[src/rtl/fecha_pkg.sv]
`default_nettype none
// ============================================================================
// Module      : fecha_pkg
// Description : Shared constants for the date-edit front end: cursor field
//               codes, FSM state encoding and cursor stepping helpers.
// Ports       : none (package)
// Revision    : 1.0 - initial release
// ============================================================================
package fecha_pkg;

  // Field selected by the cursor (pos_x); value 3 is never produced.
  localparam logic [1:0] POS_DIA  = 2'd0;
  localparam logic [1:0] POS_MES  = 2'd1;
  localparam logic [1:0] POS_ANIO = 2'd2;

  typedef enum logic [1:0] {
    ST_IDLE = 2'd0,
    ST_EDIT = 2'd1,
    ST_SAVE = 2'd2
  } estado_t;

  // Cursor step to the right: day -> month -> year -> day.
  function automatic logic [1:0] pos_siguiente(input logic [1:0] pos);
    logic [1:0] res;
    case (pos)
      POS_DIA: res = POS_MES;
      POS_MES: res = POS_ANIO;
      default: res = POS_DIA;
    endcase
    return res;
  endfunction

  // Cursor step to the left: day -> year -> month -> day.
  function automatic logic [1:0] pos_anterior(input logic [1:0] pos);
    logic [1:0] res;
    case (pos)
      POS_DIA:  res = POS_ANIO;
      POS_ANIO: res = POS_MES;
      default:  res = POS_DIA;
    endcase
    return res;
  endfunction

endpackage
`default_nettype wire

[src/rtl/antirrebote.sv]
`default_nettype none
// ============================================================================
// Module      : antirrebote
// Description : Pushbutton conditioner: 2-FF synchronizer, debounce filter
//               and a one-cycle pulse on each accepted 0->1 transition.
// Ports       : clk    in  system clock
//               reset  in  asynchronous active-high reset
//               boton  in  raw asynchronous button, high = pressed
//               nivel  out debounced level
//               pulso  out one-cycle pulse, coincident with nivel's rise
// Revision    : 1.0 - initial release
// ============================================================================
module antirrebote #(
  parameter int DEBOUNCE_CYCLES = 1_000_000
) (
  input  logic clk,
  input  logic reset,
  input  logic boton,
  output logic nivel,
  output logic pulso
);

  localparam int            CW      = $clog2(DEBOUNCE_CYCLES + 1);
  localparam logic [CW-1:0] DB_LAST = CW'(DEBOUNCE_CYCLES - 1);

  logic          sync_1;
  logic          sync_2;
  logic [CW-1:0] cuenta;

  always_ff @(posedge clk or posedge reset) begin
    if (reset) begin
      sync_1 <= 1'b0;
      sync_2 <= 1'b0;
      cuenta <= '0;
      nivel  <= 1'b0;
      pulso  <= 1'b0;
    end else begin
      sync_1 <= boton;
      sync_2 <= sync_1;
      pulso  <= 1'b0;
      // The count only advances while the synchronized input disagrees with
      // the accepted level; any agreement (a bounce) restarts it.
      if (sync_2 != nivel) begin
        if (cuenta == DB_LAST) begin
          nivel  <= sync_2;
          pulso  <= sync_2;
          cuenta <= '0;
        end else begin
          cuenta <= cuenta + 1'b1;
        end
      end else begin
        cuenta <= '0;
      end
    end
  end

endmodule
`default_nettype wire

[src/rtl/control_edicion_fecha.sv]
`default_nettype none
// ============================================================================
// Module      : control_edicion_fecha
// Description : Date-edit front end. Conditions the five board pushbuttons
//               and runs the edit-mode FSM driving contador_fecha (cambiar_fecha,
//               boton_u, boton_d, pos_x), the save strobe for the RTC writer
//               and the cursor blink enable.
// Ports       : clk, reset (async, active high)
//               btn_up/down/left/right/edit  raw pushbuttons
//               cambiar_fecha  high while editing
//               boton_u/boton_d gated debounced up/down levels
//               pos_x          field select (0 day, 1 month, 2 year)
//               guardar_fecha  one-cycle store strobe on leaving edit mode
//               parpadeo       blink enable for the selected field
// Revision    : 1.0 - initial release
// ============================================================================
module control_edicion_fecha
  import fecha_pkg::*;
#(
  parameter int DEBOUNCE_CYCLES = 1_000_000,
  parameter int BLINK_CYCLES    = 25_000_000,
  parameter int INACT_CYCLES    = 1_000_000_000
) (
  input  logic       clk,
  input  logic       reset,
  input  logic       btn_up,
  input  logic       btn_down,
  input  logic       btn_left,
  input  logic       btn_right,
  input  logic       btn_edit,
  output logic       cambiar_fecha,
  output logic       boton_u,
  output logic       boton_d,
  output logic [1:0] pos_x,
  output logic       guardar_fecha,
  output logic       parpadeo
);

  localparam int NUM_BTN = 5;
  localparam int B_EDIT  = 0;
  localparam int B_UP    = 1;
  localparam int B_DOWN  = 2;
  localparam int B_LEFT  = 3;
  localparam int B_RIGHT = 4;

  localparam int            BW         = $clog2(BLINK_CYCLES + 1);
  localparam logic [BW-1:0] BLINK_LAST = BW'(BLINK_CYCLES - 1);
  localparam int            IW         = $clog2(INACT_CYCLES + 1);
  localparam logic [IW-1:0] INACT_LAST = IW'(INACT_CYCLES - 1);

  logic [NUM_BTN-1:0] crudo;
  logic [NUM_BTN-1:0] nivel;
  logic [NUM_BTN-1:0] subida;

  assign crudo[B_EDIT]  = btn_edit;
  assign crudo[B_UP]    = btn_up;
  assign crudo[B_DOWN]  = btn_down;
  assign crudo[B_LEFT]  = btn_left;
  assign crudo[B_RIGHT] = btn_right;

  for (genvar i = 0; i < NUM_BTN; i++) begin : g_antirrebote
    antirrebote #(
      .DEBOUNCE_CYCLES(DEBOUNCE_CYCLES)
    ) u_antirrebote (
      .clk  (clk),
      .reset(reset),
      .boton(crudo[i]),
      .nivel(nivel[i]),
      .pulso(subida[i])
    );
  end

  // Only the up/down levels are consumed; the others act through their pulses.
  logic unused_niveles;
  assign unused_niveles = ^{nivel[B_EDIT], nivel[B_LEFT], nivel[B_RIGHT]};

  estado_t       state;
  estado_t       next_state;
  logic          arm_u;
  logic          arm_d;
  logic [IW-1:0] inact_cnt;
  logic [BW-1:0] blink_cnt;
  logic          en_edicion;
  logic          entrando;
  logic          mover;
  logic          inact_fin;

  // --------------------------------------------------------------------------
  // FSM: state register and next-state / output decode
  // --------------------------------------------------------------------------
  always_ff @(posedge clk or posedge reset) begin
    if (reset) state <= ST_IDLE;
    else       state <= next_state;
  end

  assign inact_fin = (inact_cnt == INACT_LAST);

  always_comb begin
    next_state    = state;
    cambiar_fecha = 1'b0;
    guardar_fecha = 1'b0;
    case (state)
      ST_IDLE: begin
        if (subida[B_EDIT]) next_state = ST_EDIT;
      end
      ST_EDIT: begin
        cambiar_fecha = 1'b1;
        if (subida[B_EDIT] || inact_fin) next_state = ST_SAVE;
      end
      ST_SAVE: begin
        // Counter already left edit mode but still holds the edited date.
        guardar_fecha = 1'b1;
        next_state    = ST_IDLE;
      end
      default: next_state = ST_IDLE;
    endcase
  end

  assign en_edicion = (state == ST_EDIT);
  assign entrando   = (state == ST_IDLE) && (next_state == ST_EDIT);
  // Edit wins over a simultaneous cursor press; left+right together cancel.
  assign mover      = en_edicion && !subida[B_EDIT] && (subida[B_LEFT] ^ subida[B_RIGHT]);

  // --------------------------------------------------------------------------
  // Cursor
  // --------------------------------------------------------------------------
  always_ff @(posedge clk or posedge reset) begin
    if (reset) begin
      pos_x <= POS_DIA;
    end else if (entrando) begin
      pos_x <= POS_DIA;
    end else if (mover) begin
      pos_x <= subida[B_RIGHT] ? pos_siguiente(pos_x) : pos_anterior(pos_x);
    end
  end

  // --------------------------------------------------------------------------
  // Up/down gating: a button already held when editing starts must be seen
  // released before it may reach the counter.
  // --------------------------------------------------------------------------
  always_ff @(posedge clk or posedge reset) begin
    if (reset) begin
      arm_u <= 1'b0;
      arm_d <= 1'b0;
    end else if (entrando) begin
      arm_u <= 1'b0;
      arm_d <= 1'b0;
    end else if (en_edicion) begin
      if (!nivel[B_UP])   arm_u <= 1'b1;
      if (!nivel[B_DOWN]) arm_d <= 1'b1;
    end
  end

  assign boton_u = nivel[B_UP]   && en_edicion && arm_u;
  assign boton_d = nivel[B_DOWN] && en_edicion && arm_d;

  // --------------------------------------------------------------------------
  // Inactivity timeout: saturating, restarted by any button press.
  // --------------------------------------------------------------------------
  always_ff @(posedge clk or posedge reset) begin
    if (reset) begin
      inact_cnt <= '0;
    end else if (!en_edicion || (|subida)) begin
      inact_cnt <= '0;
    end else if (!inact_fin) begin
      inact_cnt <= inact_cnt + 1'b1;
    end
  end

  // --------------------------------------------------------------------------
  // Cursor blink. Decoded from next_state so parpadeo tracks cambiar_fecha
  // cycle for cycle; it restarts visible on entry and after every move.
  // --------------------------------------------------------------------------
  always_ff @(posedge clk or posedge reset) begin
    if (reset) begin
      parpadeo  <= 1'b0;
      blink_cnt <= '0;
    end else if (next_state != ST_EDIT) begin
      parpadeo  <= 1'b0;
      blink_cnt <= '0;
    end else if (entrando || mover) begin
      parpadeo  <= 1'b1;
      blink_cnt <= '0;
    end else if (blink_cnt == BLINK_LAST) begin
      parpadeo  <= ~parpadeo;
      blink_cnt <= '0;
    end else begin
      blink_cnt <= blink_cnt + 1'b1;
    end
  end

endmodule
`default_nettype wire

[config.mk]
export PLATFORM = sky130hd
export DESIGN_NAME = control_edicion_fecha
export DESIGN_NICKNAME = d
export VERILOG_FILES = /design/src/rtl/fecha_pkg.sv /design/src/rtl/antirrebote.sv /design/src/rtl/control_edicion_fecha.sv
export SDC_FILE = /design/constraint.sdc
export NUM_CORES = 1
export LEC_CHECK = 0
export CELL_PAD_IN_SITES_DETAIL_PLACEMENT = 0
export CELL_PAD_IN_SITES_GLOBAL_PLACEMENT = 1
export CORE_UTILIZATION = 54
export DETAILED_ROUTE_END_ITERATION = 10
export PLACE_DENSITY = 0.94
export SKIP_LAST_GASP = 1
export SYNTH_ARGS = -nofsm -noshare
export SYNTH_HDL_FRONTEND = slang
export SYNTH_SLANG_ARGS = --single-unit
[constraint.sdc]
create_clock -name clk -period 8.4 [get_ports clk]
set_clock_uncertainty 0.1 [all_clocks]
set_input_delay 0.84 -clock clk [delete_from_list [all_inputs] [get_ports clk]]
set_output_delay 0.84 -clock clk [all_outputs]
set_load 0.1 [all_outputs]
[Word level (Yosys, flattened, before mapping)]
Index checks and enable logic that the tools add are counted.
Storage, ports and cells
  flip-flop bits (word level): 182
  input bits: 7
  output and inout bits: 7
  word-level logic and storage cells: 131
Cells by class
  add/sub/neg operators: 7
  equal/unequal tests: 21
  mux-type cells: 44
  bitwise operators: 2
  reduce and logical (&&, ||, !) cells: 25
Operator list (count)
  two-way mux 20 bit: 10
  adder 20 x 1 -> 20 bit, second input constant: 5
  == test 20 bit, second input constant: 5
  two-way mux 25 bit: 3
  two-way mux 30 bit: 2
  adder 30 x 1 -> 30 bit, second input constant: 1
  == test 30 bit, second input constant: 1
  adder 25 x 1 -> 25 bit, second input constant: 1
  == test 25 bit, second input constant: 1
  two-way mux 1 bit: 21
  AND reduction 2 bit: 7
  case mux 2 bit (2 select lines): 3
  two-way mux 2 bit: 5
  logical AND 1 bit: 7
  == test 2 x 1 -> 1 bit, second input constant: 3
  != test 1 bit: 5
  OR reduction 5 bit: 1
  == test 2 bit, second input constant: 2
  logical NOT 2 bit: 2
  != test 2 x 1 -> 1 bit, second input constant: 2
  != test 2 bit, second input constant: 2
  nonzero test 2 bit: 2
  logical OR 1 bit: 3
  nonzero test 3 bit: 1
  3 further kinds: 4

[Longest topological paths before layout]
Gate-level depths: netlist of run 1.
  depth in word-level cells: 9
  gate-level depth with buffers: 9
  gate-level depth less buffers: 6

[By module]
From an unflattened synthesis of run 1, not the netlist that was laid out.
Unflattened totals
  cell total of the unflattened synthesis: 895
  area, all modules: 9270.1 µm²
By module, submodules not included
  antirrebote at g_antirrebote[0].u_antirrebote ...: instances 4, cells an instance 108, area an instance 1188.6 µm², seq. area each 600.6 µm²
  control_edicion_fecha: instances 1, cells an instance 353, area an instance 3368.2 µm², seq. area each 1551.5 µm²
  antirrebote at g_antirrebote[3].u_antirrebote: instances 1, cells an instance 110, area an instance 1147.4 µm², seq. area each 600.6 µm²

[Worst setup path before layout of run 1]
OpenSTA, ideal clock, no wires.
  kind: flip-flop to output port
  from: register state[1]
  to: output port boton_d
  data arrival time: 1.805 ns
  data required time: 7.460 ns
  path slack: 5.655 ns
  stages on the path, launching flop included: 4
  path buffers: 0
  cells stage by stage: dfrtp_1 > nand2b_1 > inv_2 > and3_1
On the way
  cells in the longest elaborated chain, start to end: 3
Ends and longest elaborated chain
  from (decl): RTL line control_edicion_fecha.sv:77  | estado_t state;
  from (signal assigned): RTL line control_edicion_fecha.sv:93  | else state <= next_state;
  == test 2 x 1 -> 1 bit: RTL line control_edicion_fecha.sv:119  | assign en_edicion = (state == ST_EDIT);
  logical AND 1 bit (2 in a row): RTL line control_edicion_fecha.sv:155  | assign boton_d = nivel[B_DOWN] && en_edicion && arm_d;
  to (decl): RTL line control_edicion_fecha.sv:33  | output logic boton_d,
No other way between the ends.

[Worst setup path after layout of run 1]
Ends and elaborated chain as after synthesis.

==> results.cfg, run 1 <==
[synth]
ys_ff_latch = 182
ys.flop_type = dfrtp_1
synth.net_count = 866
synth_cells = 852
synth_cell_types = 49
seq_area_frac_synth_pct = 52.2
syn_area_um2 = 8730
synth_top_area_share_pct = 52.2
syn_avg_cell_area_um2 = 10.2
yosysTopAreaCell = dfrtp_1
ys_warn_count = 0
synth.area.top_cells = dfrtp_1 (52%), xor2_1 (7.5%), nor2_1 (6.2%)
synthArstFlopShare_pct = 100
synth_edf_count = 0

[route]
vias = 6026
ant_nets = 0
routed_wl_um = 15600
drt_iter0_markers = 480
wl_per_cell_um = 14.3
via_per_inst = 5.51
drc_errors = 0
drt-pass1-iter-count = 5

[power_and_ir_drop]
power_leakage_nw = 3.96
ir_drop_mv = 0.143
power_per_cell_area_nw_per_um2 = 178

[floorplan]
ios = 14
coreArea_um2 = 15800
start_util_pct = 55.2
num_rows = 46
die_w_um = 129
fp.dieArea_um2 = 16700
die_h_um = 129

[timing]
maxSlewViolCount = 0
final_hold_viol_count = 0
final.min_clock_period_ps = 3380
setup_viol = 0
max_slew_margin_pct = 30.0
hold_ws_ps = 251
rsz0062_at_grt = false
setup_slack_ps = 5020
finalCritPeriodShare_pct = 40.2
fmax_ghz = 0.296
final.setup.tns_ps = 0
tightest_slew_ps = 1050

[setup_path]
ff2ff_path_depth = 7
r2r_setup_slack_ps = 5600
cp-end-kind = output port
regToRegEndpoint = blink_cnt[4]
cp-start-kind = register
cp_max_fo = 5
required_ps = 7460
arrival_ps = 2440
critPathKind = register to output port
r2r-start = inact_cnt[0]

[placement]
dp_hpwl_um = 10300
gp_congestion = 0.801
portBuffers = 13
pre_cts_ws_ps = 5280

[cells_and_area]
layout_commonest_cell = dfrtp_1
mostFrequentLayoutCells = dfrtp_1 (182), nor2_1 (144), xor2_1 (75), nand3_1 (59), xnor2_1 (59)
drive_gt1_share_pct = 8.09
synthToLayoutAreaGrowth_pct = 9.73
insertedDiodeCount = 0
nets = 879

[cts]
htree_levels = 4
clk_path_buf_depth = 2
cts-resized-gates = 0
cts_sinks = 182
numCtsBuffers = 17
cts_setup_buffers = 0
holdBufCountCts = 0
clkLatencyLatePin_ps = 430
cts_root_buf = clkbuf_16
path_clk_slew_ps = 70
cts_tree = done

[run]
max_cap_viol_count = 0

[global_route]
grt_max_degree = 109
grt_pass1_vias = 5837
top_usage_layer = met2
grtUsageMet3_pct = 3.96
grt_overflow = 0
antenna_found_initial = 0
grt_usage_pct = 20.8
grt_pass1_wl_um = 27600
use_met1_pct = 30.3
gr-usage-met2_pct = 31.8

[min_path]
min_path_type = register to register
worstHoldEndpoint = g_antirrebote[2].u_antirrebote.sync_2
holdCritStartpoint = g_antirrebote[2].u_antirrebote.sync_1
min_path_cells = 0

[run_status]
outcome = finished clean
[where the power goes]
part | internal (W) | leakage, nW | switching (W)
sequential | 0.000884 | 2.51 | 0.00000817
clock | 0.000425 | 0.279 | 0.000351
combinational | 0.00000932 | 1.17 | 0.0000284
total | 0.00132 | 3.96 | 0.000388
[cell usage after synthesis, types with 3 or more instances]
| cell | number |
|---|---|
| ha_1 | 7 |
| mux2i_1 | 4 |
| nor3b_1 | 6 |
| inv_1 | 13 |
| nand3_1 | 59 |
| and2_1 | 5 |
| nor2_1 | 144 |
| xor2_1 | 75 |
| nand2_1 | 54 |
| o31ai_1 | 3 |
| buf_6 | 3 |
| nor2_2 | 9 |
| nor4b_1 | 9 |
| a21oi_1 | 12 |
| dfrtp_1 | 182 |
| nand4_1 | 36 |
| mux2_2 | 5 |
| or4_1 | 3 |
| clkbuf_1 | 5 |
| nor2_4 | 11 |
| and3_1 | 28 |
| nor3_1 | 20 |
| nor4_1 | 22 |
| or2_2 | 3 |
| xnor2_1 | 59 |
| o21ai_0 | 10 |
| buf_2 | 8 |
| or3_1 | 11 |
| and4_1 | 17 |
| nor2b_1 | 4 |
[registers in the layout (all words and copies together) (netlist names), 2 cells and up]
signal,cells
g_antirrebote.u_antirrebote.cuenta,100
inact_cnt,30
blink_cnt,25
g_antirrebote.u_antirrebote.nivel,5
g_antirrebote.u_antirrebote.pulso,5
g_antirrebote.u_antirrebote.sync_1,5
g_antirrebote.u_antirrebote.sync_2,5
pos_x,2
state,2
[worst max path at each step]
stage / slack (ps) / to / cells after the start / from
after floorplan: 2520 / arm_d / 1 / reset
after global placement: 5270 / blink_cnt[24] / 3 / reset
after detailed placement: 5280 / inact_cnt[18] / 3 / reset
after CTS: 5000 / boton_d / 4 / state[1]
after global routing: 4940 / boton_d / 4 / state[1]
final: 5020 / boton_d / 4 / state[1]
[worst max-delay path, stage by stage (launching register included)]
cell	delay (ps)
dfrtp_1	380
nand2b_1	240
inv_2	120
and3_1	150
clkdlybuf4s50_1	1120
[area by class of cell]
class / instances / area, µm²
Clock buffer: 18 / 439
Tap cell: 216 / 270
Sequential cell: 182 / 4550
Inverter: 14 / 57.6
Timing Repair Buffer: 15 / 145
Multi-Input combinational cell: 635 / 3970
Fill cell: 1309 / 6250
Clock inverter: 14 / 140
[per-layer routing]
layer / wire [µm] / part of all wire (%)
met5: 0 / 0
met4: 181 / 1.2
met3: 394 / 2.5
met2: 7350 / 47
met1: 7690 / 49
[cell families after synthesis]
family	share of synthesized area, %
compound gates	1.92
xor+xnor	13.4
fa+ha+maj	1.00
buf+inv	2.32
flops	52.2
mux	1.10
simple gates	28.0
[stage by stage]
stage	power [W]	utilization [%]	instances	cell area, µm²
4_1_cts	0.00172	60.5	1094	9580
3_5_place_dp	0.000949	56.9	1062	9000
3_3_place_gp	0.000948	56.9	1062	9000
6_report	0.00171	60.5	1094	9580
2_1_floorplan	0.000935	-	852	8730
5_1_grt	0.00177	60.5	1094	9580
No activity file was read; power rests on OpenSTA's default activity.
==> inputs of run 2 (changes only) <==
Settings changed: CORE_UTILIZATION 54 to 50, PLACE_DENSITY 0.94 to 0.89.
Clock period 8.4 ns to 3.5 ns, I/O delays scaled along.
==> results.cfg, run 2 (synthesis gave the netlist of run 1 again) <==
[route]
drt-pass1-iter-count = 4
routed_wl_um = 15600
ant_nets = 0
drt_iter0_markers = 251
via_per_inst = 5.42
vias = 5968
wl_per_cell_um = 14.1
drc_errors = 0

[run]
max_cap_viol_count = 0

[placement]
dp_hpwl_um = 10400
portBuffers = 13
gp_congestion = 0.778

[setup_path]
r2r-start = inact_cnt[0]
cp_max_fo = 25
cp-startpoint = inact_cnt[0]
regToRegEndpoint = blink_cnt[4]
cp-start-kind = register
critPathKind = register to register
cp-end-kind = register
r2r_setup_slack_ps = 630
crit_end = blink_cnt[4]
arrival_ps = 3110
required_ps = 3740
ff2ff_path_depth = 7

[global_route]
grt_overflow = 0
grt_usage_pct = 19.0
antenna_found_initial = 0
grt_pass1_vias = 5907
grt_max_degree = 52
grt_pass1_wl_um = 27300

[timing]
tightest_slew_ps = 1070
final_hold_viol_count = 0
setup_viol = 0
maxSlewViolCount = 0
rsz0062_at_grt = false
final.min_clock_period_ps = 2870
fmax_ghz = 0.349
max_slew_margin_pct = 28.3
finalCritPeriodShare_pct = 81.9
hold_ws_ps = 248
final.setup.tns_ps = 0

[cts]
cts_tree = done
path_clk_slew_ps = 70
cts_setup_buffers = 0
clkLatencyLatePin_ps = 430
cts_sinks = 182
cts-resized-gates = 0
clk_path_buf_depth = 2
cts_root_buf = clkbuf_16
holdBufCountCts = 0
numCtsBuffers = 17
htree_levels = 4

[power_and_ir_drop]
ir_drop_mv = 0.350
power_leakage_nw = 3.98
power_per_cell_area_nw_per_um2 = 420

[floorplan]
die_w_um = 134
fp.dieArea_um2 = 18000
die_h_um = 134
num_rows = 47
start_util_pct = 51.9
ios = 14
coreArea_um2 = 16800

[cells_and_area]
mostFrequentLayoutCells = dfrtp_1 (182), nor2_1 (144), xor2_1 (75), nand3_1 (59), xnor2_1 (59)
largest_reg_flops = 100
nFillCells = 1500
multi_input_area_um2 = 3980
insertedDiodeCount = 0
drive_gt1_share_pct = 8.85
synthToLayoutAreaGrowth_pct = 10.1
largest_register = g_antirrebote.u_antirrebote.cuenta
layout_commonest_cell = dfrtp_1
largestRegisters = g_antirrebote.u_antirrebote.cuenta (100), inact_cnt (30), blink_cnt (25)
seqCellArea_um2 = 4550
nets = 883

[min_path]
min_path_type = register to register

[run_status]
outcome = finished clean
## run 2: cell count changes in the layout (fill, tap and decap cells not counted), moves of 2 or more
cell	before	now
clkinvlp_4	3	5
clkbuf_8	1	3
buf_4	2	7
clkdlybuf4s50_1	13	10
buf_12	0	2
## run 2: layout make-up
cell class,instances,share of cell area (%)
clock buffers,20,4.85
clock inverters,11,0.963
inverters,14,0.586
multi-input cells,635,41.4
flip-flops and latches,182,47.4
well taps,220,2.86
repair buffers,19,2.00
## run 2: worst min path at each step
stage                     slack (ps)                                  start  cells after the start                               endpoint
after CTS                        230                                 btn_up                      1  g_antirrebote[1].u_antirrebote.sync_1
after floorplan                  230  g_antirrebote[0].u_antirrebote.sync_1                      0  g_antirrebote[0].u_antirrebote.sync_2
final                            250  g_antirrebote[3].u_antirrebote.sync_1                      0  g_antirrebote[3].u_antirrebote.sync_2
after global routing             250                                 btn_up                      1  g_antirrebote[1].u_antirrebote.sync_1
after detailed placement         240  g_antirrebote[3].u_antirrebote.sync_1                      0  g_antirrebote[3].u_antirrebote.sync_2
after global placement           230  g_antirrebote[3].u_antirrebote.sync_1                      0  g_antirrebote[3].u_antirrebote.sync_2
## run 2: report_power, final
part           switching, W  leakage [nW]  internal (W)
Clock              0.000823         0.265      0.000976
Combinational     0.0000689          1.20     0.0000286
Sequential        0.0000189          2.51       0.00212
## run 2: per-stage QoR
step | setup WS, ps | cells | utilization (%) | instance area (µm²) | total power, W
after floorplan | 713 | 852 | - | 8730 | 0.00224
after global placement | 725 | 1070 | 53.8 | 9050 | 0.00228
after detailed placement | 642 | 1070 | 53.8 | 9050 | 0.00228
after CTS | 639 | 1101 | 57.2 | 9610 | 0.00409
after global routing | 499 | 1101 | 57.2 | 9610 | 0.00419
final | 633 | 1101 | 57.2 | 9610 | 0.00404
## run 2: worst max-delay path, stage by stage, from the launching register on
cell	delay, ps
dfrtp_1	420
ha_1	270
and4_1	310
nand2_4	100
nor4_4	40
buf_4	190
or4_2	1100
nor2_1	230
## run 2: layer usage
metal | up-vias | global-route usage (%) | routed length, µm
met5 | - | 0 | 0
li1 | 2969 | - | -
met1 | 2940 | 25.7 | 7720
met3 | 9 | 4.84 | 410
met2 | 50 | 30.7 | 7300
met4 | 0 | 5.06 | 143
==> inputs of run 3 (changes only) <==
Settings changed: CORE_UTILIZATION 50 to 45, PLACE_DENSITY 0.89 to 0.85.
Clock period 3.5 ns to 2.5 ns, I/O delays scaled along.
==> results.cfg, run 3 (synthesis gave the netlist of run 1 again) <==
[global_route]
grt_pass1_vias = 5974
grt_usage_pct = 17.2
antenna_found_initial = 0
grt_max_degree = 65
grt_overflow = 0
grt_pass1_wl_um = 27600

[setup_path]
cp.buffers_inverters = 1
path_cells = ha_1 -> and3_1 -> nand3_1 -> nor4_1 -> or4_1 -> buf_12 -> nor2_1
cp_top_family = simple AND/OR/NAND/NOR gates
cp-start-kind = register
critPathMaxStageDelay_ps = 480
arrival_ps = 2410
required_ps = 2710
cp_max_fo = 25
critPathKind = register to register
r2r_setup_slack_ps = 290
cp_slowest_cell = nor4_1
cp-end-kind = register

[route]
top_layer_used = met4
drt_iter0_markers = 277
wl_per_cell_um = 13.5
route.met3.wl_um = 482
vias = 5954
route.met2.wl_um = 7210
via_per_inst = 5.15
drc_errors = 0
wl_met1_um = 7720
ant_nets = 0
drt-pass1-iter-count = 4
routed_wl_um = 15500

[floorplan]
num_rows = 50
die_h_um = 141
start_util_pct = 46.4
die_w_um = 141
fp.dieArea_um2 = 20000
coreArea_um2 = 18800
ios = 14

[timing]
setup_slack_ps = 292
fmax_ghz = 0.453
final.setup.tns_ps = 0
setup_viol = 0
tightest_slew_ps = 753
finalCritPeriodShare_pct = 88.3
max_slew_margin_pct = 49.7
final_hold_viol_count = 0
final.min_clock_period_ps = 2210
rsz0062_at_grt = false
maxSlewViolCount = 0

[cells_and_area]
drive_gt1_share_pct = 10.6
synthToLayoutAreaGrowth_pct = 11.8
largest_reg_flops = 100
largest_register = g_antirrebote.u_antirrebote.cuenta
nets = 898
nFillCells = 1675
mostFrequentLayoutCells = dfrtp_1 (182), nor2_1 (144), xor2_1 (75), nand3_1 (59), xnor2_1 (59)
largestRegisters = g_antirrebote.u_antirrebote.cuenta (100), inact_cnt (30), blink_cnt (25)
fin_cells = 1155
multi_input_area_um2 = 3970
seqCellArea_um2 = 4550
insertedDiodeCount = 0
layout_commonest_cell = dfrtp_1

[placement]
dp.cells = 1125
portBuffers = 13
dp_hpwl_um = 10500
gp_congestion = 0.774
pre_cts_ws_ps = 252

[cts]
cts_tree = done
cts_setup_buffers = 0
cts_sinks = 182
numCtsBuffers = 17
clk_path_buf_depth = 2
path_clk_slew_ps = 70
cts_root_buf = clkbuf_16
cts-resized-gates = 0
holdBufCountCts = 0
htree_levels = 4
clkLatencyLatePin_ps = 420

[min_path]
min_path_type = input pin to asynchronous set/reset pin

[power_and_ir_drop]
p_total_w = 0.00557
ir_drop_mv = 0.458
power_per_cell_area_nw_per_um2 = 570
power_leakage_nw = 4.07

[run]
max_cap_viol_count = 0

[run_status]
outcome = finished clean
[run 3: final cells by class]
| cell class | instances | share of cell area, % |
|---|---|---|
| well taps | 260 | 3.33 |
| clock buffers | 19 | 4.64 |
| flip-flops and latches | 182 | 46.7 |
| multi-input cells | 635 | 40.7 |
| inverters | 14 | 0.577 |
| clock inverters | 11 | 0.769 |
| repair buffers | 34 | 3.28 |
[run 3: layer usage]
| metal | GRT usage [%] | up-vias |
|---|---|---|
| met2 | 27.7 | 58 |
| met5 | 0 | - |
| met1 | 23.0 | 2888 |
| li1 | - | 3002 |
| met4 | 5.21 | 0 |
| met3 | 4.29 | 6 |
[run 3: path summary, 6_finish.rpt]
kind | cells past startpoint | from | to
worst max register to register | 7 | blink_cnt[0] | blink_cnt[3]
worst max-delay path | 7 | blink_cnt[0] | blink_cnt[3]
max in group asynchronous | 3 | reset | g_antirrebote[1].u_antirrebote.cuenta[16]
worst min-delay path | 2 | reset | g_antirrebote[4].u_antirrebote.cuenta[13]
min in group clk | 1 | btn_up | g_antirrebote[1].u_antirrebote.sync_1
worst min register to register | 0 | g_antirrebote[4].u_antirrebote.sync_1 | g_antirrebote[4].u_antirrebote.sync_2
[run 3: where the power goes]
group          total (W)  internal [W]  leakage, nW  switching, W
Clock            0.00242       0.00132        0.262       0.00111
Combinational   0.000143     0.0000464         1.30     0.0000971
Sequential       0.00300       0.00297         2.51     0.0000257
[run 3: per-stage QoR]
stage               util, %  area (µm²)  hold WS (ps)
floorplan                 -        8730           181
global placement       49.0        9230           234
detailed placement     49.0        9230           235
CTS                    51.8        9760           105
global route           51.8        9760           136
finish                 51.8        9760           107
